$ cat src/rtl/score_tally.sv
// -----------------------------------------------------------------------------
// score_tally
//   Collects the hit and miss events from all arrow droppers. Keeps the game
//   score, the current combo and the best combo. Converts the score to 4-digit
//   BCD for the score display. Runs on the 50 MHz system clock. The dropper
//   levels come from the slow frame_clk domain, so this block synchronises
//   them.
//
//   Optional feature macro: SCORE_TALLY_COMBO_MULT_EN
//     defined   -> a hit scores PTS_PER_HIT * (1 + min(combo/COMBO_STEP, MULT_MAX-1))
//     undefined -> every hit scores PTS_PER_HIT
//
// Ports
//   Clk        in   system clock
//   Reset_n    in   asynchronous active-low reset
//   keycode    in   primary USB keycode (2C start, 29 stop, 01 back to idle)
//   hit        in   per-lane score level from droppers, rising edge = hit
//   miss       in   per-lane finish-without-score level, rising edge = miss
//   score      out  binary score, saturates at SCORE_MAX
//   combo      out  current consecutive-hit count, saturates at 999
//   max_combo  out  best combo this game
//   score_bcd  out  4 BCD digits of score, thousands in [15:12]
//   running    out  high while a game is in progress (RUN state)
// -----------------------------------------------------------------------------
module score_tally #(
   parameter int N_LANES     = 40,
   parameter int PTS_PER_HIT = 10,
   parameter int COMBO_STEP  = 10,
   parameter int MULT_MAX    = 4,
   parameter int SCORE_MAX   = 9999
) (
   input  logic               Clk,
   input  logic               Reset_n,
   input  logic [7:0]         keycode,
   input  logic [N_LANES-1:0] hit,
   input  logic [N_LANES-1:0] miss,
   output logic [13:0]        score,
   output logic [9:0]         combo,
   output logic [9:0]         max_combo,
   output logic [15:0]        score_bcd,
   output logic               running
);

`ifdef SCORE_TALLY_COMBO_MULT_EN
   localparam bit MULT_EN = 1'b1;
`else
   localparam bit MULT_EN = 1'b0;
`endif

   localparam int         IDX_W     = (N_LANES > 1) ? $clog2(N_LANES) : 1;
   localparam logic [9:0] COMBO_CAP = 10'd999;
   localparam logic [7:0] KEY_START = 8'h2C;
   localparam logic [7:0] KEY_STOP  = 8'h29;
   localparam logic [7:0] KEY_IDLE  = 8'h01;

   typedef enum logic [1:0] {IDLE, RUN, DONE} state_t;

   state_t             state, state_next;
   logic               start_game;

   logic [N_LANES-1:0] hit_meta, hit_sync, hit_prev, hit_rise;
   logic [N_LANES-1:0] miss_meta, miss_sync, miss_prev, miss_rise;
   logic [N_LANES-1:0] pend_hit, pend_miss, pend_hit_next, pend_miss_next;
   logic [N_LANES-1:0] clr_hit, clr_miss;

   logic [IDX_W-1:0]   scan_idx, scan_idx_next;
   logic               apply_hit, apply_miss;

   logic [9:0]         step_cnt;
   logic [2:0]         mult;
   logic [15:0]        pts, sum_w;
   logic [13:0]        score_hit;
   logic [9:0]         combo_hit;

   // ---------------------------------------------------------------------------
   // Input capture: 2-flop synchroniser, then one flop for edge detection.
   // ---------------------------------------------------------------------------
   // NOTE: sequential state uses non-blocking (<=) so every flop samples the
   // pre-edge value of its neighbours; blocking here would collapse the chain.
   always_ff @(posedge Clk or negedge Reset_n) begin
      if (!Reset_n) begin
         hit_meta  <= '0;
         hit_sync  <= '0;
         hit_prev  <= '0;
         miss_meta <= '0;
         miss_sync <= '0;
         miss_prev <= '0;
      end else begin
         hit_meta  <= hit;
         hit_sync  <= hit_meta;
         hit_prev  <= hit_sync;
         miss_meta <= miss;
         miss_sync <= miss_meta;
         miss_prev <= miss_sync;
      end
   end

   assign hit_rise  = hit_sync  & ~hit_prev;
   assign miss_rise = miss_sync & ~miss_prev;

   // ---------------------------------------------------------------------------
   // Game FSM
   // ---------------------------------------------------------------------------
   // NOTE: every always_comb output gets a default first; a path that leaves
   // one unassigned would infer a latch.
   always_comb begin
      state_next = state;
      unique case (state)
         IDLE:    if (keycode == KEY_START) state_next = RUN;
         RUN:     if (keycode == KEY_STOP)  state_next = DONE;
                  else if (keycode == KEY_IDLE) state_next = IDLE;
         DONE:    if (keycode == KEY_IDLE)  state_next = IDLE;
                  else if (keycode == KEY_START) state_next = RUN;
         default: state_next = IDLE;
      endcase
   end

   assign start_game = (state_next == RUN) && (state != RUN);
   assign running    = (state == RUN);

   // ---------------------------------------------------------------------------
   // Scanner: one lane per cycle. A hit on the lane also discards its miss.
   // A new edge is ORed in after the clear, so an edge that arrives while its
   // lane is being cleared survives to the next pass.
   // ---------------------------------------------------------------------------
   always_comb begin
      pend_hit_next  = '0;
      pend_miss_next = '0;
      clr_hit        = '0;
      clr_miss       = '0;
      apply_hit      = 1'b0;
      apply_miss     = 1'b0;
      scan_idx_next  = (scan_idx == IDX_W'(N_LANES - 1)) ? '0 : scan_idx + IDX_W'(1);
      if (state == RUN) begin
         if (pend_hit[scan_idx]) begin
            apply_hit          = 1'b1;
            clr_hit[scan_idx]  = 1'b1;
            clr_miss[scan_idx] = 1'b1;
         end else if (pend_miss[scan_idx]) begin
            apply_miss         = 1'b1;
            clr_miss[scan_idx] = 1'b1;
         end
         pend_hit_next  = (pend_hit  & ~clr_hit)  | hit_rise;
         pend_miss_next = (pend_miss & ~clr_miss) | miss_rise;
      end
   end

   // Hit arithmetic. The multiplier comes from the combo value before this hit.
   always_comb begin
      step_cnt = combo / 10'(COMBO_STEP);
      if (!MULT_EN)
         mult = 3'd1;
      else if (step_cnt >= 10'(MULT_MAX - 1))
         mult = 3'(MULT_MAX);
      else
         mult = 3'(step_cnt) + 3'd1;
      pts       = 16'(PTS_PER_HIT) * 16'(mult);
      sum_w     = 16'(score) + pts;
      score_hit = (sum_w > 16'(SCORE_MAX)) ? 14'(SCORE_MAX) : sum_w[13:0];
      combo_hit = (combo >= COMBO_CAP) ? COMBO_CAP : combo + 10'd1;
   end

   always_ff @(posedge Clk or negedge Reset_n) begin
      if (!Reset_n) begin
         state     <= IDLE;
         pend_hit  <= '0;
         pend_miss <= '0;
         scan_idx  <= '0;
         score     <= '0;
         combo     <= '0;
         max_combo <= '0;
      end else begin
         state     <= state_next;
         pend_hit  <= pend_hit_next;
         pend_miss <= pend_miss_next;
         if (start_game) begin
            scan_idx  <= '0;
            score     <= '0;
            combo     <= '0;
            max_combo <= '0;
         end else if (state == RUN) begin
            scan_idx <= scan_idx_next;
            if (apply_hit) begin
               score <= score_hit;
               combo <= combo_hit;
               if (combo_hit > max_combo) max_combo <= combo_hit;
            end else if (apply_miss) begin
               combo <= '0;
            end
         end
      end
   end

   // ---------------------------------------------------------------------------
   // Binary to BCD: one load cycle, then 14 double-dabble shifts. score_bcd is
   // written only on the last shift, so it never shows a partial value. A score
   // that differs from the last converted value (dirty) starts a new pass as
   // soon as the converter is idle.
   // ---------------------------------------------------------------------------
   logic        bcd_busy;
   logic [3:0]  bit_cnt;
   logic [13:0] bin_sh, conv_src;
   logic [15:0] bcd_sh, bcd_adj, bcd_shift;
   logic        score_dirty;

   always_comb begin
      bcd_adj = bcd_sh;
      for (int d = 0; d < 4; d++) begin
         if (bcd_sh[4*d +: 4] >= 4'd5) bcd_adj[4*d +: 4] = bcd_sh[4*d +: 4] + 4'd3;
      end
      bcd_shift = {bcd_adj[14:0], bin_sh[13]};
   end

   assign score_dirty = (score != conv_src);

   always_ff @(posedge Clk or negedge Reset_n) begin
      if (!Reset_n) begin
         bcd_busy  <= 1'b0;
         bit_cnt   <= '0;
         bin_sh    <= '0;
         bcd_sh    <= '0;
         conv_src  <= '0;
         score_bcd <= '0;
      end else if (!bcd_busy) begin
         if (score_dirty) begin
            bcd_busy <= 1'b1;
            bit_cnt  <= 4'd14;
            bin_sh   <= score;
            bcd_sh   <= '0;
            conv_src <= score;
         end
      end else begin
         bcd_sh  <= bcd_shift;
         bin_sh  <= {bin_sh[12:0], 1'b0};
         bit_cnt <= bit_cnt - 4'd1;
         if (bit_cnt == 4'd1) begin
            bcd_busy  <= 1'b0;
            score_bcd <= bcd_shift;
         end
      end
   end

endmodule

$ cat config.mk
export PLATFORM = sky130hd
export DESIGN_NAME = score_tally
export DESIGN_NICKNAME = d
export VERILOG_FILES = /design/src/rtl/score_tally.sv
export SDC_FILE = /design/constraint.sdc
export NUM_CORES = 1
export LEC_CHECK = 0
export ABC_CLOCK_PERIOD_IN_PS = 4100
export CORE_MARGIN = 5
export CORE_UTILIZATION = 29
export DETAILED_ROUTE_END_ITERATION = 8
export SLEW_MARGIN = 20
export SYNTH_ARGS = -nofsm -noshare
export SYNTH_HDL_FRONTEND = slang
export SYNTH_SLANG_ARGS = --single-unit
$ cat constraint.sdc
create_clock -name Clk -period 4.1 [get_ports Clk]
set_input_delay 0.615 -clock Clk [delete_from_list [all_inputs] [get_ports Clk]]
set_output_delay 0.615 -clock Clk [all_outputs]
set_load 0.005 [all_outputs]
# Word-level counts from Yosys, hierarchy flattened
# Cells that the tools add are included.
dict set report op_classes {
  reduce_logical 13
  mux 52
  n_lt_le_gt_ge 9
  add_sub_neg 8
  n_eq_ne 10
  bitwise_logic 11
}
# op count
set op_table {}
lappend op_table {{2-to-1 mux 40 bit} 7}
lappend op_table {{bitwise AND 40 bit} 4}
lappend op_table {{inverter 40 bit} 4}
lappend op_table {{2-to-1 mux 10 bit} 9}
lappend op_table {{2-to-1 mux 14 bit} 6}
lappend op_table {{OR 40 bit} 2}
lappend op_table {{2-to-1 mux 16 bit} 2}
lappend op_table {{2-to-1 mux 4 bit} 5}
lappend op_table {{2-to-1 mux 6 bit} 3}
lappend op_table {{== test 8 x 6 -> 1 bit (second input constant)} 2}
lappend op_table {{greater-or-equal comparator 4 x 3 -> 1 bit (second input constant)} 4}
lappend op_table {{adder 14 x 4 -> 15 bit (second input constant)} 1}
lappend op_table {{> comparator 15 x 14 -> 1 bit (second input constant)} 1}
lappend op_table {{inequality test 14 bit} 1}
lappend op_table {{adder 4 x 2 -> 4 bit (second input constant)} 3}
lappend op_table {{binary-select mux 1 bit (select 6 bit)} 2}
lappend op_table {{2-to-1 mux 1 bit} 11}
lappend op_table {{adder 10 x 1 -> 10 bit (second input constant)} 1}
lappend op_table {{greater-or-equal comparator 10 bit (second input constant)} 1}
lappend op_table {{> comparator 10 bit} 1}
lappend op_table {{== test 8 x 1 -> 1 bit (second input constant)} 1}
lappend op_table {{2-to-1 mux 2 bit} 4}
lappend op_table {{AND reduction 2 bit} 4}
lappend op_table {{nonzero test 2 bit} 4}
lappend op_table {{other kinds (18)} 20}
dict set report totals {
  elab_cells 122
  register_bits 427
  output_inout_bits 51
  input_bits 90
}

# Longest topological paths before layout
# Gate-level depths: netlist of run 1.
dict set report logic_depth {
  word_depth 11
  mapped_depth 14
  ltp_nobuf 13
}

# Worst setup path before layout of run 1
# Ideal clock, no wire load.
dict set report synth_path {
  path_kind {register to register}
  from {register combo[0]}
  to {register max_combo[1]}
  path_slack_ns 1.067
  path_buffers 1
  arrival_time_ns 2.905
  path_stages_with_launch 14
  setup_time_ns 0.128
  required_time_ns 3.972
  cell_sequence {dfrtp_1 ha_1 and2_1 or3_1 nand4_1 and2_1 ha_1 a21o_1 a21o_1 a21oi_1 o211ai_1 nand3_1 buf_2 mux2_1}
}
dict set report synth_via {
  elab_chain_len 6
  word_cells_on_any_way 10
  cone_classes {1 x add/sub; 2 x order compare; 5 x mux; 2 x reduce/logical}
}
# item line
set synth_rtl {}
lappend synth_rtl {{from (decl)} 38} ;# output logic [9:0] combo,
lappend synth_rtl {{from (signal assigned)} 185} ;# combo <= combo_hit;
lappend synth_rtl {{adder 10 x 1 -> 10 bit / greater-or-equal comparator 10 bit (equally long branches)} 160} ;# combo_hit = (combo >= COMBO_CAP) ? COMBO_CAP : combo + 10'd1;
lappend synth_rtl {{2-to-1 mux 10 bit *} 160}
lappend synth_rtl {{branches (longest 4 deep; another with > comparator 10 bit)} n/a}
lappend synth_rtl {{to (signal assigned)} 186} ;# if (combo_hit > max_combo) max_combo <= combo_hit;
lappend synth_rtl {{to (decl)} 39} ;# output logic [9:0] max_combo,
# Every way passes the cells marked *. The select of a mux whose other input is x is not followed.
# A chain may end at the register's enable or synchronous reset.

# Final worst setup path of run 1
dict set report layout_path {
  from {register scan_idx[0]}
  to {register score[9]}
}
dict set report layout_via {
  elab_chain_len 6
}
# item line
set layout_rtl {}
lappend layout_rtl {{from (decl)} 66} ;# logic [IDX_W-1:0] scan_idx, scan_idx_next;
lappend layout_rtl {{from (signal assigned)} 182} ;# scan_idx <= scan_idx_next;
lappend layout_rtl {{binary-select mux 1 bit (select 6 bit)} 135} ;# if (pend_hit[scan_idx]) begin
lappend layout_rtl {{2-to-1 mux 1 bit (implied by the code)} 135}
lappend layout_rtl {{2-to-1 mux 1 bit} 135}
lappend layout_rtl {{2-to-1 mux 1 bit} 134} ;# if (state == RUN) begin
lappend layout_rtl {{nonzero test 2 bit (no line)} n/a}
lappend layout_rtl {{AND reduction 2 bit (no line)} n/a}
lappend layout_rtl {{to (signal assigned)} 184} ;# score <= score_hit;
lappend layout_rtl {{to (decl)} 37} ;# output logic [13:0] score,
# No other way between the ends. The select of a mux whose other input is x is not followed.

==> results of run 1 <==
-- final cells by class --
cell class | instances | share of cell area, %
repair buffers | 168 | 8.12
multi-input cells | 826 | 27.4
well taps | 765 | 4.63
inverters | 38 | 0.689
clock inverters | 17 | 0.986
flip-flops and latches | 427 | 51.7
clock buffers | 66 | 6.52
-- registers in the layout (all words and copies together), names as in the netlist, 2 cells and up --
name	cells
hit_meta	40
hit_prev	40
hit_sync	40
miss_meta	40
miss_prev	40
miss_sync	40
pend_hit	40
pend_miss	40
bcd_sh	16
score_bcd	16
bin_sh	14
conv_src	14
score	14
combo	10
max_combo	10
scan_idx	6
bit_cnt	4
state	2
-- metal layers --
layer  vias up  track usage (%)  routed length [microns]
met4         0             4.09                      940
met1      5272             16.3                    17300
li1       5037                -                        -
met5         -                0                        0
met2       303             19.5                    18000
met3        67             2.70                     2260
-- worst max-delay path: stages, from the launching register on --
cell and delay (ns):
dfrtp_1 0.78, nor2b_1 0.46, a22oi_1 0.16, o221ai_1 0.23, nand3_1 0.31, a41oi_2 0.53
buf_4 0.27, nand2_1 0.19, o221a_1 0.32
-- stage by stage --
stage / hold slack (ns) / util (%) / cell area [sq um] / setup slack [ns]
floorplan: 0.319 / - / 16900 / 1.07
global placement: 0.335 / 33.2 / 19100 / 0.867
detailed placement: 0.335 / 33.2 / 19100 / 0.778
CTS: 0.0523 / 35.9 / 20700 / 0.730
global route: 0.0736 / 35.9 / 20700 / 0.453
finish: 0.0189 / 35.9 / 20700 / 0.700
-- final timing paths --
| check | slack [ns] | endpoint | cells after the start |
|---|---|---|---|
| worst max-delay path | 0.70 | score[9]$_DFFE_PN0P_ | 8 |
| max in group asynchronous | 3.19 | bcd_busy$_DFF_PN0_ | 2 |
| worst max register to register | 0.70 | score[9]$_DFFE_PN0P_ | 8 |
| worst min-delay path | 0.02 | max_combo[0]$_DFFE_PN0P_ | 1 |
| worst min register to register | 0.34 | hit_sync[9]$_DFF_PN0_ | 0 |
| min in group Clk | 0.34 | hit_sync[9]$_DFF_PN0_ | 0 |
-- cells in the final DEF, fill, tap and decap left out, drive strengths merged, types with 43 or more instances in the layout --
master / n
nand2: 111
nor3: 45
o21ai: 141
dfrtp: 427
a21oi: 105
nand2b: 52
nor2b: 46
clkdlybuf4s50: 139
mux2i: 43
clkbuf: 66
-- power by group through the flow --
| stage | clock, uW | sequential, uW | combinational [uW] |
|---|---|---|---|
| 2_1_floorplan | 0 | 5030 | 1870 |
| 3_3_place_gp | 0 | 5190 | 2610 |
| 3_5_place_dp | 0 | 5210 | 2670 |
| 4_1_cts | 4330 | 5140 | 2680 |
| 5_1_grt | 4490 | 5210 | 2950 |
| 6_report | 4170 | 5140 | 2640 |
-- cell families (layout without fill, tap and decap cells) --
group	after synthesis	after routing	share of synthesized area, %
flip-flops	427	427	63.4
AND/OR/NAND/NOR	365	365	11.0
AO/OA/AOI/OAI	336	336	14.4
buffers and inverters	110	289	3.14
multiplexers	71	71	4.76
XOR/XNOR	30	30	1.56
adder cells (fa/ha/maj)	24	24	1.78
==> summary.md, run 1 <==
| Metric | Value |
|---|---|
| Status | finished, final reports clean |
| # DRC | 0 |
| CTS H-tree lvls | 2 |
| Final Setup Violations | 0 |
| Slew Limit Fails | 0 |
| Ports | 141 |
| Crit path launch type | flop |
| Pleak | 0.00872 uW |
| Initial antenna violation count | 1 |
| Comb pwr share | 22.1% |
| Final Cycle Share | 82.9% |
| Yosys top cell area share | 63.4% |
| CTS Buf Count | 48 |
| CTS tree | yes |
| Worst-path clk slew | 0.06 ns |
| Final Non-Filler Cells | 2,307 |
| DP Cell Count | 2,224 |
| Clock Path Buffers | 3 |
| Slew headroom | 37.3% |
| P_int | 8300 uW |
| Syn Inst Count | 1,363 |
| Ys async rst share | 100% |
| CP endpoint kind | flop |
| Clock sink count | 427 |
| CP arrival | 3.84 ns |
| Sequential share of the synthesized area | 63.4% |
| Largest area contributor in the netlist | dfrtp_1 |
| Final Hold Viols | 0 |
| Synth top cells by count | 427 x dfrtp_1, 111 x nand2_1, 111 x o21ai_0 |
| HP Class | primary input to async pin |
| Worst setup path startpoint | scan_idx[0]$_DFFE_PN0P_ |
| Nets | 1,623 |
| Routed WL | 38.6 mm |
| Post-CTS Resized | 0 |
| Critical path type | flop to flop |
| Core area | 57,700 sq um |
| Clock Power Share | 34.9% |
| Slew @ Worst Pin | 0.941 ns |
| Synth cell types | 68 |
| Post-CTS Hold Fix Bufs | 0 |
| Port Buffers | 140 |
| Gr ovfl total | 0 |
| Sequential power share | 43.0% |
| HPWL after detailed placement | 26.1 mm |
| First-pass GRT wire length | 62.1 mm |
| Fillers | 5,620 |
| DRT Pass-1 Iters | 5 |
| Via density | 4.63 |
| Die Y | 251 microns |
| Peak supply drop | 311 uV |
| PwrDens | 578 nW/um^2 |
| Area delta synth->final | 22.7% |
| Syn nets | 1,477 |
| Pwr Total | 12,000 uW |
| Most instantiated library cell after synthesis | dfrtp_1 |
| Achievable Freq | 294 MHz |
| Crit Path Max Fanout | 19 |
| P_sw | 3660 uW |
| DRT iter0 DRCs | 632 |
| Starting Density | 29.2% |
| GPL Wtd Cong | 0.843 |
| Final min period | 3.40 ns |
| Fraction of layout cells with a size suffix above 1 | 11.4% |
| Worst EP required | 4.54 ns |
| Post-synth EDFFs | 0 |
| Postcts setup bufs | 0 |
| Mapped cell area | 16,900 sq um |
| Drt wl/cell | 16.7 microns |
| Multi-input gate area | 5670 sq um |
| Clock skew | 0.0356 ns |
| Max-cap violations | 0 |
| Top FF cell, synth | dfrtp_1 |
| Yosys warns | 0 |
| Switching Share | 30.6% |
| Root Driver | clkbuf_16 |
| Die area | 63,100 sq um |
| Setup_tns | 0 ns |
| Register Area | 10,700 sq um |
| Diodes inserted | 0 |
| FF-to-FF Start | scan_idx[0]$_DFFE_PN0P_ |
| Via Count | 10.7k |
| Synth Register Bits | 427 |
| Unrepaired setup endpoints after global routing | no |
| Synth area leaders | dfrtp_1 63%, a21oi_4 3.8%, o21ai_0 3.3%, mux2i_1 2.6%, nand2_1 2.5% |
| Cell Rows | 88 |
| Gr usage total | 12.1% |
| Number of global-route vias before repair | 11.1k |
| Clk_lat worst skew | 0.58 ns |
| Antenna viol nets, final | 0 |
| Largest net degree at the start of global routing | 88 |
| Syn avg cell area | 12.4 sq um |
| Die W | 251 microns |
Note: power is estimated with default switching activity, not from simulation.
==> inputs of run 2 (changes only) <==
Settings changed: ABC_CLOCK_PERIOD_IN_PS 4100 to 3300.
Clock period 4.1 ns to 3.3 ns, I/O delays scaled along.
==> run 2 against run 1 <==
Against the previous run: global-route usage up 0.12 points; fmax up 14%; cell area up 1.7%; worst hold slack better by 0.30 ns; die area unchanged; first-iteration DRC count up 15%; worst setup slack worse by 0.38 ns; power up 29%; largest power group unchanged; highest routed layer is now met5.
==> summary.md, run 2 (synthesis gave the netlist of run 1 again) <==
| Metric | Value |
|---|---|
| Status | finished, final reports clean |
| Slew Limit Fails | 0 |
| WHS | 0.315 ns |
| Drt wl/cell | 16.6 microns |
| CTS Buf Count | 48 |
| Via density | 4.66 |
| Max-cap violations | 0 |
| Root Driver | clkbuf_16 |
| Die W | 251 microns |
| Slew @ Worst Pin | 0.930 ns |
| Slew headroom | 38.0% |
| Gr ovfl total | 0 |
| Pleak | 0.00891 uW |
| Unrepaired setup endpoints after global routing | no |
| Final Cycle Share | 90.3% |
| Antenna viol nets, final | 0 |
| Achievable Freq | 336 MHz |
| Setup_tns | 0 ns |
| Initial antenna violation count | 1 |
| Crit path largest cell delay | 0.42 ns |
| CP endpoint kind | flop |
| Area delta synth->final | 24.7% |
| # DRC | 0 |
| Clk_lat worst skew | 0.61 ns |
| Post-CTS Resized | 0 |
| Largest net degree at the start of global routing | 93 |
| Delay-heaviest family, CP | simple AND/OR/NAND/NOR gates |
| Port Buffers | 140 |
| Commonest non-fill, non-tap cell in the layout | dfrtp_1 |
| Critical path type | flop to flop |
| Die area | 63,100 sq um |
| Number of global-route vias before repair | 11.3k |
| Starting Density | 29.2% |
| HP Class | flop to flop |
| Clock sink count | 427 |
| Nets | 1,646 |
| DRT iter0 DRCs | 727 |
| Core area | 57,700 sq um |
| Crit path buf inv count | 1 |
| Gr usage total | 12.2% |
| Most frequent cells in the layout | 426 x dfrtp_1, 139 x clkdlybuf4s50_1, 111 x nand2_1, 111 x o21ai_0, 65 x a21oi_1 |
| Crit path launch type | flop |
| CP arrival | 3.45 ns |
| Clock skew | 0.0592 ns |
| GPL Wtd Cong | 0.853 |
| Peak supply drop | 428 uV |
| Crit Path Max Fanout | 5 |
| Ports | 141 |
| PwrDens | 732 nW/um^2 |
| CTS H-tree lvls | 2 |
| Final min period | 2.98 ns |
| Final Setup Violations | 0 |
| Routed WL | 38.8 mm |
| Fraction of layout cells with a size suffix above 1 | 12.9% |
| Pwr Total | 15,400 uW |
| HPWL after detailed placement | 26.5 mm |
| CTS tree | yes |
| Clock Path Buffers | 3 |
| Die Y | 251 microns |
| Cell Rows | 88 |
| Diodes inserted | 0 |
| Crit-path slowest cell | dfrtp_1 |
| DRT Pass-1 Iters | 7 |
| Final Hold Viols | 0 |
| First-pass GRT wire length | 62.9 mm |
| Worst-path clk slew | 0.06 ns |
| Cell chain of the critical path | ha_1 -> and2_1 -> or3_1 -> nand4_1 -> and2_1 -> ha_1 -> a21o_1 -> a21o_1 -> a21oi_1 -> o211ai_1 -> nand3_1 -> buf_4 -> mux2i_1 |
| Via Count | 10.9k |
| Worst EP required | 3.77 ns |
[run 2: worst paths after layout]
kind                       slack, ns  cells past startpoint                        to               startpoint
setup / recovery                0.32                     13  max_combo[7]$_DFFE_PN0P_     combo[1]$_DFFE_PN0P_
hold / removal                  0.31                      0   miss_sync[27]$_DFF_PN0_  miss_meta[27]$_DFF_PN0_
setup reg to reg                0.32                     13  max_combo[7]$_DFFE_PN0P_     combo[1]$_DFFE_PN0P_
hold reg to reg                 0.31                      0   miss_sync[27]$_DFF_PN0_  miss_meta[27]$_DFF_PN0_
max in group asynchronous       1.83                      3      score[8]$_DFFE_PN0P_                  Reset_n
min in group asynchronous       0.54                      2      combo[2]$_DFFE_PN0P_                  Reset_n
[run 2: final cells by class]
class | count | area, sq um
clock buffers | 65 | 1340
inverters | 38 | 143
flip-flops and latches | 427 | 10700
fillers | 5613 | 36700
repair buffers | 191 | 1870
clock inverters | 22 | 372
well taps | 765 | 957
multi-input cells | 826 | 5670
[run 2: metrics by stage]
stage          cell area, sq um  setup slack (ns)  util (%)  std cells
6_report                  21000             0.321      36.5       2334
5_1_grt                   21000            0.0530      36.5       2334
4_1_cts                   21000             0.297      36.5       2334
3_5_place_dp              19300             0.320      33.5       2246
3_3_place_gp              19300             0.362      33.5       2246
2_1_floorplan             16900             0.267         -       1363
[run 2: routing by layer]
metal / up-vias / part of all wire [%] / GRT usage (%)
li1: 5089 / - / -
met3: 75 / 5.5 / 2.65
met4: 2 / 2.6 / 3.79
met2: 314 / 48 / 20.1
met1: 5394 / 44 / 16.3
met5: - / 0.018 / 0
[run 2: power breakdown]
| group | total, uW | switching [uW] | leakage (uW) | internal, uW |
|---|---|---|---|---|
| logic | 3400 | 1870 | 0.00292 | 1530 |
| clock network | 5620 | 2200 | 0.000824 | 3430 |
| registers | 6370 | 550 | 0.00516 | 5820 |
| total | 15400 | 4620 | 0.00891 | 10800 |
[run 2: timing repair]
item,CTS,global route
buffers inserted,0,0
endpoints found under the hold margin,76,0
endpoints found under the setup margin,0,0
hold buffers,1,0
[run 2: worst reg2reg max path, delay by kind of cell, from the launching register on]
family	cells	cell delay [ns]
mux	1	0.20
simple gates	5	1.03
fa+ha+maj	2	0.47
buf+inv	1	0.20
compound gates	4	0.58
flops	1	0.42
==> inputs of run 3 (changes only) <==
Settings changed: CORE_ASPECT_RATIO set to 0.5, SKIP_CTS_REPAIR_TIMING set to 1.
==> run 3 against run 2 <==
Against the previous run: first-iteration DRC count down 8.7%; worst hold slack better by 0.024 ns; flip-flop and latch count unchanged; count of clock-buffer cells in the layout shrank 2; die area increased by 0.46%; power is 4.6% lower; worst setup slack worse by 0.081 ns; wire length is 1.3% lower; global-route usage fell by 0.18 points; non-clock buffer count up 2; via count decreased by 1.1%; register-to-register slack worse by 0.08 ns; critical path type unchanged.
==> summary.md, run 3 (synthesis gave the netlist of run 1 again) <==
| Metric | Value |
|---|---|
| Status | finished, final reports clean |
| Achievable Freq | 327 MHz |
| Fraction of layout cells with a size suffix above 1 | 12.4% |
| CTS tree | yes |
| Slew Limit Fails | 0 |
| Diodes inserted | 0 |
| Root Driver | clkbuf_16 |
| PwrDens | 707 nW/um^2 |
| Antenna viol nets, final | 0 |
| Worst-path clk slew | 0.06 ns |
| # DRC | 0 |
| Clk_lat worst skew | 0.55 ns |
| Gr ovfl total | 0 |
| Final Non-Filler Cells | 2,327 |
| First-pass GRT wire length | 62.2 mm |
| Final Setup Violations | 0 |
| Initial antenna violation count | 0 |
| Slew headroom | 44.8% |
| Worst EP required | 3.74 ns |
| Port Buffers | 140 |
| Setup_tns | 0 ns |
| HP Class | flop to flop |
| Unrepaired setup endpoints after global routing | no |
| Starting Density | 29.3% |
| Hold path depth | 0 |
| CTS H-tree lvls | 2 |
| Clock Path Buffers | 3 |
| Gr usage total | 12.0% |
| Routed WL | 38.3 mm |
| Largest net degree at the start of global routing | 94 |
| DRT iter0 DRCs | 664 |
| CTS Buf Count | 43 |
| Die W | 351 microns |
| Die Y | 181 microns |
| DP Cell Count | 2,248 |
| Final Hold Viols | 0 |
| Core area | 57,500 sq um |
| Ports | 141 |
| Slew @ Worst Pin | 0.823 ns |
| Final min period | 3.06 ns |
| HPWL after detailed placement | 25.9 mm |
| GPL Wtd Cong | 0.848 |
| Via density | 4.62 |
| CP arrival | 3.50 ns |
| Commonest non-fill, non-tap cell in the layout | dfrtp_1 |
| Peak supply drop | 336 uV |
| Clock skew | 0.0244 ns |
| Fin util | 36.1% |
| CP endpoint kind | flop |
| Number of global-route vias before repair | 11.1k |
| Final Cycle Share | 92.7% |
| Pleak | 0.00880 uW |
| R2r worst-path depth | 13 |
| DRT Pass-1 Iters | 4 |
| Area delta synth->final | 23.2% |
| Crit Path Max Fanout | 8 |
| Drt wl/cell | 16.5 microns |
| Die area | 63,400 sq um |
| Crit path launch type | flop |
| Critical path type | flop to flop |
| Cell Rows | 62 |
| Clock sink count | 427 |
| Most frequent cells in the layout | 426 x dfrtp_1, 139 x clkdlybuf4s50_1, 111 x nand2_1, 110 x o21ai_0, 65 x a21oi_1 |
| Nets | 1,643 |
| Via Count | 10.8k |
| Max-cap violations | 0 |
[run 3: changes by cell type in the layout (fill, tap and decap cells not counted), sizes merged]
cell / previous run / this run
clkinv: 8 / 6
bufinv: 7 / 3
inv: 42 / 40
buf: 51 / 53
clkbuf: 65 / 63
clkinvlp: 3 / 1
[run 3: cell type report]
cell class,instances,area (sq um)
flip-flops and latches,427,10700
clock buffers,63,1260
inverters,38,143
repair buffers,193,1870
fillers,5590,36700
multi-input cells,826,5670
well taps,768,961
clock inverters,12,175
[run 3: per-layer routing]
metal  part of all wire [%]  track usage (%)
met1                     44             15.9
met2                     50             20.5
met3                    3.5             2.20
met4                    2.1             3.18
met5                      0                0
[run 3: path summary, 6_finish.rpt]
path	end	from	slack (ns)
min reg2reg	miss_sync[12]$_DFF_PN0_	miss_meta[12]$_DFF_PN0_	0.34
max	max_combo[5]$_DFFE_PN0P_	combo[0]$_DFFE_PN0P_	0.24
max reg2reg	max_combo[5]$_DFFE_PN0P_	combo[0]$_DFFE_PN0P_	0.24
min	miss_sync[12]$_DFF_PN0_	miss_meta[12]$_DFF_PN0_	0.34
max in group asynchronous	hit_sync[0]$_DFF_PN0_	Reset_n	1.91
min in group asynchronous	miss_meta[36]$_DFF_PN0_	Reset_n	0.52
[run 3: power by group]
group | leakage [uW] | internal (uW) | total, uW | switching (uW)
Clock | 0.000703 | 2900 | 4900 | 2000
Sequential | 0.00516 | 5820 | 6360 | 541
Combinational | 0.00293 | 1550 | 3430 | 1880
[run 3: per-stage QoR]
stage / setup slack [ns] / total power [uW] / area, sq um / hold slack (ns)
after floorplan: 0.267 / 8570 / 16900 / 0.199
after global placement: 0.290 / 9800 / 19300 / 0.333
after detailed placement: 0.161 / 9880 / 19300 / 0.335
after CTS: 0.111 / 14900 / 20700 / -0.0786
after global routing: 0.0334 / 15600 / 20800 / 0.347
final: 0.240 / 14700 / 20800 / 0.339
[run 3: critical path, cell delays in order, from the launching register on]
cell	delay, ns
dfrtp_1	0.43
ha_1	0.23
and2_1	0.20
or3_1	0.31
nand4_1	0.21
and2_1	0.21
ha_1	0.26
a21o_1	0.16
a21o_1	0.17
a21oi_1	0.17
o211ai_1	0.12
nand3_2	0.13
buf_6	0.16
mux2i_1	0.22
